`src/rtl/interleave_pwm_n_if.sv`:
```
// Control/status bundle between the modulation controller and the interleaved PWM core.
// The controller drives the master side; the PWM core implements the slave side.
interface interleave_pwm_n_if #(
  parameter int LEVEL_COUNT = 4,
  parameter int BIT_WIDTH   = 16
);
  logic                     Enable;
  logic                     Mode;
  logic [BIT_WIDTH-1:0]     Compare;
  logic [BIT_WIDTH-1:0]     PWMMaxCount;
  logic [BIT_WIDTH-1:0]     TriangleStepSize;
  logic [BIT_WIDTH-1:0]     PhaseOffset;
  logic [BIT_WIDTH-1:0]     DeadTimeCount;
  logic [2*LEVEL_COUNT-1:0] S;
  logic                     PeriodSync;
  logic                     ConfigError;

  modport master (
    output Enable, Mode, Compare, PWMMaxCount, TriangleStepSize, PhaseOffset, DeadTimeCount,
    input  S, PeriodSync, ConfigError
  );

  modport slave (
    input  Enable, Mode, Compare, PWMMaxCount, TriangleStepSize, PhaseOffset, DeadTimeCount,
    output S, PeriodSync, ConfigError
  );
endinterface

```
`src/rtl/interleave_pwm_n.sv`:
```
// N-channel interleaved PWM (phase- or level-shifted) with dead-time complementary pairs.
// Define INTERLEAVE_PWM_DOUBLE_UPDATE_EN to also reload Compare at the carrier peak.
module interleave_pwm_n #(
  parameter int LEVEL_COUNT = 4,
  parameter int BIT_WIDTH   = 16
) (
  input  logic               MClk,
  input  logic               Rst,
  interleave_pwm_n_if.slave  bus
);
  localparam int PW = BIT_WIDTH + 2;
  localparam int CW = BIT_WIDTH + 6;

  typedef enum logic [1:0] {ST_OFF, ST_HIGH, ST_LOW, ST_DEAD} ch_state_e;

  logic [PW-1:0]        p_q, p_d;
  logic [BIT_WIDTH-1:0] cmp_q, cmp_d, max_q, max_d, step_q, step_d;
  logic [BIT_WIDTH-1:0] off_q, off_d, dead_q, dead_d;
  logic                 sync_q, sync_d, err_q, err_d;
  logic                 cfg_bad, run, wrap, load;
  logic [CW-1:0]        two_m, sum, c0;
  logic [2*LEVEL_COUNT-1:0] s_w;
`ifdef INTERLEAVE_PWM_DOUBLE_UPDATE_EN
  logic                 peak_seen_q, peak_seen_d, peak;
`endif

  always_comb begin
    two_m   = CW'({max_q, 1'b0});
    cfg_bad = (max_q == '0) || (step_q == '0);
    run     = bus.Enable && !cfg_bad;
    sum     = CW'(p_q) + CW'(step_q);
    wrap    = (sum >= two_m);
    c0      = (CW'(p_q) <= CW'(max_q)) ? CW'(p_q) : two_m - CW'(p_q);
    p_d     = '0;
    sync_d  = 1'b0;
    if (run) begin
      sync_d = wrap;
      p_d    = wrap ? PW'(sum - two_m) : PW'(sum);
    end
    // Shadow registers follow the inputs while idle and latch at period start.
    load   = !bus.Enable || sync_q;
    cmp_d  = cmp_q;
    max_d  = max_q;
    step_d = step_q;
    off_d  = off_q;
    dead_d = dead_q;
    if (load) begin
      cmp_d  = bus.Compare;
      max_d  = bus.PWMMaxCount;
      step_d = bus.TriangleStepSize;
      off_d  = bus.PhaseOffset;
      dead_d = bus.DeadTimeCount;
    end
`ifdef INTERLEAVE_PWM_DOUBLE_UPDATE_EN
    peak        = run && !peak_seen_q && (CW'(p_q) >= CW'(max_q));
    peak_seen_d = (!run || sync_d) ? 1'b0 : (peak_seen_q || peak);
    if (peak) cmp_d = bus.Compare;
`endif
    err_d = (max_d == '0) || (step_d == '0);
  end

  always_ff @(posedge MClk) begin
    if (Rst) begin
      p_q    <= '0;
      cmp_q  <= '0;
      max_q  <= '0;
      step_q <= '0;
      off_q  <= '0;
      dead_q <= '0;
      sync_q <= 1'b0;
      err_q  <= 1'b0;
`ifdef INTERLEAVE_PWM_DOUBLE_UPDATE_EN
      peak_seen_q <= 1'b0;
`endif
    end else begin
      p_q    <= p_d;
      cmp_q  <= cmp_d;
      max_q  <= max_d;
      step_q <= step_d;
      off_q  <= off_d;
      dead_q <= dead_d;
      sync_q <= sync_d;
      err_q  <= err_d;
`ifdef INTERLEAVE_PWM_DOUBLE_UPDATE_EN
      peak_seen_q <= peak_seen_d;
`endif
    end
  end

  for (genvar gi = 0; gi < LEVEL_COUNT; gi++) begin : g_ch
    localparam logic [CW-1:0] IDX = CW'(gi);
    ch_state_e            st_q, st_d;
    logic [BIT_WIDTH-1:0] cnt_q, cnt_d;
    logic                 tgt_q, tgt_d;
    logic [CW-1:0]        ph_raw, ph, tri_v, lvl_v;
    logic                 raw_i, restart;

    always_comb begin
      ph_raw = CW'(p_q) + IDX * CW'(off_q);
      ph     = (ph_raw >= two_m) ? ph_raw - two_m : ph_raw;
      tri_v  = (ph <= CW'(max_q)) ? ph : two_m - ph;
      lvl_v  = c0 + IDX * CW'(max_q);
      raw_i  = bus.Mode ? (CW'(cmp_q) > lvl_v) : (CW'(cmp_q) > tri_v);
    end

    // target holds the side the channel is on or heading to; a raw mismatch is an edge.
    always_comb begin
      st_d    = st_q;
      cnt_d   = cnt_q;
      tgt_d   = tgt_q;
      restart = 1'b0;
      if (!run) begin
        st_d  = ST_OFF;
        cnt_d = '0;
        tgt_d = 1'b0;
      end else begin
        case (st_q)
          ST_OFF:          restart = 1'b1;
          ST_HIGH, ST_LOW: restart = (raw_i != tgt_q);
          ST_DEAD: begin
            if (raw_i != tgt_q)   restart = 1'b1;
            else if (cnt_q == '0) st_d = tgt_q ? ST_HIGH : ST_LOW;
            else                  cnt_d = cnt_q - BIT_WIDTH'(1);
          end
          default:         st_d = ST_OFF;
        endcase
        if (restart) begin
          tgt_d = raw_i;
          if (dead_q == '0) begin
            st_d  = raw_i ? ST_HIGH : ST_LOW;
            cnt_d = '0;
          end else begin
            st_d  = ST_DEAD;
            cnt_d = dead_q - BIT_WIDTH'(1);
          end
        end
      end
    end

    always_ff @(posedge MClk) begin
      if (Rst) begin
        st_q  <= ST_OFF;
        cnt_q <= '0;
        tgt_q <= 1'b0;
      end else begin
        st_q  <= st_d;
        cnt_q <= cnt_d;
        tgt_q <= tgt_d;
      end
    end

    assign s_w[2*gi]   = (st_q == ST_HIGH);
    assign s_w[2*gi+1] = (st_q == ST_LOW);
  end

  assign bus.S           = s_w;
  assign bus.PeriodSync  = sync_q;
  assign bus.ConfigError = err_q;
endmodule
```
`src/flat_wrapper.sv`:
```
// flat-port wrapper written by rule: the top's interface ports become plain ports
module interleave_pwm_n_flat 
#(
  parameter int LEVEL_COUNT = 4,
  parameter int BIT_WIDTH   = 16
)
  (MClk, Rst, bus_Enable, bus_Mode, bus_Compare, bus_PWMMaxCount, bus_TriangleStepSize, bus_PhaseOffset, bus_DeadTimeCount, bus_S, bus_PeriodSync, bus_ConfigError);
  interleave_pwm_n_if #(.LEVEL_COUNT(LEVEL_COUNT), .BIT_WIDTH(BIT_WIDTH)) bus_i ();
  input  logic MClk;
  input  logic Rst;
  input wire logic [$bits(bus_i.Enable)-1:0] bus_Enable;
  input wire logic [$bits(bus_i.Mode)-1:0] bus_Mode;
  input wire logic [$bits(bus_i.Compare)-1:0] bus_Compare;
  input wire logic [$bits(bus_i.PWMMaxCount)-1:0] bus_PWMMaxCount;
  input wire logic [$bits(bus_i.TriangleStepSize)-1:0] bus_TriangleStepSize;
  input wire logic [$bits(bus_i.PhaseOffset)-1:0] bus_PhaseOffset;
  input wire logic [$bits(bus_i.DeadTimeCount)-1:0] bus_DeadTimeCount;
  output wire logic [$bits(bus_i.S)-1:0] bus_S;
  output wire logic [$bits(bus_i.PeriodSync)-1:0] bus_PeriodSync;
  output wire logic [$bits(bus_i.ConfigError)-1:0] bus_ConfigError;
  assign bus_i.Enable = bus_Enable;
  assign bus_i.Mode = bus_Mode;
  assign bus_i.Compare = bus_Compare;
  assign bus_i.PWMMaxCount = bus_PWMMaxCount;
  assign bus_i.TriangleStepSize = bus_TriangleStepSize;
  assign bus_i.PhaseOffset = bus_PhaseOffset;
  assign bus_i.DeadTimeCount = bus_DeadTimeCount;
  assign bus_S = bus_i.S;
  assign bus_PeriodSync = bus_i.PeriodSync;
  assign bus_ConfigError = bus_i.ConfigError;
  interleave_pwm_n #(.LEVEL_COUNT(LEVEL_COUNT), .BIT_WIDTH(BIT_WIDTH)) u_core (.MClk(MClk), .Rst(Rst), .bus(bus_i));
endmodule
```
`config.mk`:
```
export PLATFORM = sky130hd
export DESIGN_NAME = interleave_pwm_n_flat
export DESIGN_NICKNAME = d
export VERILOG_FILES = /design/src/rtl/interleave_pwm_n_if.sv /design/src/rtl/interleave_pwm_n.sv /design/src/flat_wrapper.sv
export SDC_FILE = /design/constraint.sdc
export NUM_CORES = 1
export LEC_CHECK = 0
export CAP_MARGIN = 20
export CORE_MARGIN = 3
export CORE_UTILIZATION = 45
export CTS_CLUSTER_SIZE = 30
export DETAILED_ROUTE_END_ITERATION = 16
export PLACE_DENSITY = 0.7
export SLEW_MARGIN = 20
export SYNTH_ARGS = -nofsm -noshare
export SYNTH_HDL_FRONTEND = slang
export SYNTH_SLANG_ARGS = --single-unit
```
`constraint.sdc`:
```
create_clock -name MClk -period 9.05 [get_ports MClk]
set_input_delay 1.81 -clock MClk [delete_from_list [all_inputs] [get_ports MClk]]
set_output_delay 1.81 -clock MClk [all_outputs]
set_load 0.02 [all_outputs]
```
==> results.sh <==
export IMPL_status="finished with violations"
export IMPL_violations="setup timing"
export IMPL_crit_type="register to register"
export IMPL_startpoint_type="register"
export IMPL_start_util=0.456
export IMPL_netlist_area_mm2=0.0281
export IMPL_max_slew_worst_pin_slew_ns=1.05
export IMPL_slew_headroom=0.303
export IMPL_setup_violations_final=21
export IMPL_gr_usage_all_layers=0.298
export IMPL_cpMostUsedCell="a21o_1"
export IMPL_synth_area_leader_cell="ha_1"
export IMPL_max_freq_ghz=0.110
export IMPL_clk_pin_slew_ns=0.09
export IMPL_post_place_cells=4775
export IMPL_wl_per_cell_um=21.1
export IMPL_drt_wl_total_mm=102
export IMPL_final_max_slew_violation_count=0
export IMPL_worstSkewPairLatency_ns=0.49
export IMPL_slowest_stage="or4b_4"
export IMPL_clock_skew_ns=0.0218
export IMPL_coreArea_mm2=0.0617
export IMPL_ys_ff_latch=176
export IMPL_clock_sinks=176
export IMPL_fin_crit_ns=9.13
export IMPL_antenna_found_initial=2
export IMPL_drive_above_1_share=0.116
export IMPL_drtAntennaViolNets=0
export IMPL_drt_first_pass_iters=7
export IMPL_synth_cells=3713
export IMPL_hold_viol=0
export IMPL_fin_hold_ws_ns=0.454
export IMPL_crit_path_max_incr_delay_ns=0.48
export IMPL_critPathMaxFanout=8
export IMPL_hpwl_mm=79.5
export IMPL_place_congestion=1.03
export IMPL_hold_class="register to register"
export IMPL_synthDistinctLibCells=100
export IMPL_holdPathStages=2
export IMPL_final_cell_area_mm2=0.0330
export IMPL_r2r_slack_ns=-0.08
export IMPL_use_met1=0.394
export IMPL_die_area_mm2=0.0655
export IMPL_hold_path_startpoint="u_core.cmp_q[15]"
export IMPL_synth_edf_count=0
export IMPL_viasPerCell=5.99
export IMPL_io_pins=94
export IMPL_cts_tree="built"
export IMPL_vias=29100
export IMPL_avgSynthCellArea_um2=7.57
export IMPL_place_area_mm2=0.0316
export IMPL_die_h_um=256
export IMPL_r2r_end="u_core.g_ch[1].cnt_q[15]"
export IMPL_synth_warnings=0
export IMPL_maxCapViolCount=0
export IMPL_final_net_count=4624
export IMPL_die_w_um=256
export IMPL_drtIter0Drc=2628
export IMPL_numCtsBuffers=17
export IMPL_cp_arrival_ns=9.45
export IMPL_clock_path_buffers=2
export IMPL_grt_ovfl_total=0
export IMPL_ys_seq_area_frac=0.125
export IMPL_holdPathEnd="u_core.cmp_q[15]"
export IMPL_synthDominantCellAreaShare=0.217
export IMPL_grt_pass1_wl_mm=154
export IMPL_fin_setup_tns_ns=-1.00
export IMPL_htreeDepth=4
export IMPL_synth_flop_cell="dfxtp_1"
export IMPL_grt_busiest_layer="met2"
export IMPL_crit_required_ns=9.37
export IMPL_finalCritPeriodShare=1.01
export IMPL_drc=0
export IMPL_met2_usage=0.475
export IMPL_synth_fp_nets=4331
export IMPL_stdcell_count=4858
export IMPL_fin_ws_ns=-0.0806
export IMPL_port_buffers=93
export IMPL_synthToLayoutAreaGrowth_pct=17.5
export IMPL_cts_root_buf="clkbuf_16"
export IMPL_r2r_start="u_core.off_q[0]"
export IMPL_setup_worst_path_end_class="register"
export IMPL_postSynth_asyncResetShare=0
export IMPL_grt_max_degree=82
export IMPL_rsz0062_at_grt="yes"
export IMPL_synth_area_top_cells="ha_1 22%, dfxtp_1 13%, a21oi_1 6.3%, xnor2_1 5.7%, nand2_1 5.4%"
export IMPL_grt_use_met3=0.0416
export IMPL_reg2regPathDepth=45
export IMPL_fp_row_count=91
export IMPL_grt_pass1_vias=26800
[layout make-up]
class / count / area, um^2
tap: 837 / 1050
inverter: 252 / 946
antenna: 2 / 5.00
fill: 5904 / 28700
clock buffer: 17 / 425
multi-input combinational: 3191 / 23800
sequential: 176 / 3560
timing repair buffer: 368 / 3100
clock inverter: 15 / 190
[placed cells by master (no fill, tap or decap), types with 17 or more instances in the layout]
cell,synthesis,layout
nor3_1,78,75
o21ai_1,34,46
nand3_1,71,68
o21a_1,67,67
o21ai_0,175,156
xnor2_1,182,179
o21bai_1,30,30
dfxtp_1,176,160
nor2_1,280,276
nand2b_1,54,50
ha_1,487,478
xor2_1,103,101
o211ai_1,23,23
nor2b_1,76,73
and3_1,18,18
fa_1,47,44
a21oi_1,354,341
nand4_1,58,58
mux2_2,18,17
nand2_1,402,401
buf_4,1,258
nor4_1,48,47
a31oi_1,20,20
or3_1,23,22
o31ai_1,20,19
a211oi_1,49,39
clkbuf_16,0,18
inv_1,250,250
mux2i_1,87,84
a21o_1,144,144
clkdlybuf4s50_1,0,92
[cells by family after synthesis]
| group | Yosys count | share of synthesized area |
|---|---|---|
| xor gates and xnor gates | 286 | 0.0894 |
| adders and majority gates | 534 | 0.250 |
| buffers and inverters | 346 | 0.0484 |
| AOI/OAI and AO/OA | 1065 | 0.242 |
| DFF | 176 | 0.125 |
| muxes | 117 | 0.0430 |
| and+or+nand+nor | 1189 | 0.201 |
[through the flow]
stage          setup WS, ns   util
2_1_floorplan      0.000745      -
3_3_place_gp         0.0333  0.511
3_5_place_dp         -0.213  0.511
4_1_cts             0.00441  0.523
5_1_grt              -0.509  0.535
6_report            -0.0806  0.535
[worst max-delay path: cells and delay by family (launching register included)]
family                     cells  cell delay (ns)
AOI/OAI and AO/OA             26             4.71
xor gates and xnor gates       2             0.33
adders and majority gates      5             1.30
buffers and inverters          4             0.58
DFF                            1             0.37
muxes                          3             0.58
and+or+nand+nor                5             1.07
[per-layer routing]
metal  vias up  part of all wire
met5         -                 0
met3       303             0.086
li1      14000                 -
met4         0             0.059
met1     13500              0.42
met2      1247              0.44
[synthesized netlist by cell type, types with 6 or more instances]
library cell    n
a21boi_0        9
or4_1          15
o21a_1         67
nand3_1        71
and2_1         16
xnor2_1       182
fa_1           47
and3_1         18
nor3_1         78
mux2_2         18
nor2_1        280
ha_1          487
or3_1          23
xor2_1        103
o211a_1         6
buf_2           8
inv_1         250
a221oi_1       12
o21bai_1       30
mux2_1         12
nand2_1       402
o211ai_1       23
o21ai_1        34
a21oi_1       354
nand4_1        58
o31ai_1        20
a31oi_1        20
o21ai_0       175
a2111oi_0      10
a211o_1        14
o22ai_1         9
nand2b_1       54
clkbuf_1       76
a21o_1        144
a211oi_1       49
nor4_1         48
mux2i_1        87
and4_1         15
or2_2          12
o31a_1         11
nor2b_1        76
dfxtp_1       176
o2111ai_1       6
[flip-flops by register name (all words and copies together) (netlist names)]
signal                  flops
u_core.p_q                 18
u_core.dead_q              16
u_core.off_q               16
u_core.bus.PeriodSync       1
u_core.g_ch.st_q            8
u_core.bus.ConfigError      1
u_core.step_q              16
u_core.max_q               16
u_core.g_ch.cnt_q          64
u_core.g_ch.tgt_q           4
u_core.cmp_q               16
[worst max path at each step]
stage                                          end  cells after the start            start  slack (ns)
after floorplan           u_core.g_ch[1].cnt_q[12]                     47    u_core.p_q[0]      0.0007
after global placement    u_core.g_ch[1].cnt_q[15]                     45  u_core.off_q[5]        0.03
after detailed placement   u_core.g_ch[3].cnt_q[7]                     47    u_core.p_q[1]       -0.21
after CTS                  u_core.g_ch[3].cnt_q[4]                     46    u_core.p_q[1]       0.004
after global routing       u_core.g_ch[1].cnt_q[0]                     45  u_core.off_q[0]       -0.51
final                     u_core.g_ch[1].cnt_q[15]                     45  u_core.off_q[0]       -0.08
[timing repair]
item,4_1_cts,5_1_grt
endpoints found under the setup margin,32,72
setup buffers,4,43
gates resized for setup,26,100
gates cloned,0,2
hold buffers,0,0
pin swaps,13,77
Power is not shown: default switching activity piles up to over one toggle a cycle in this logic, so the estimate is an artifact.
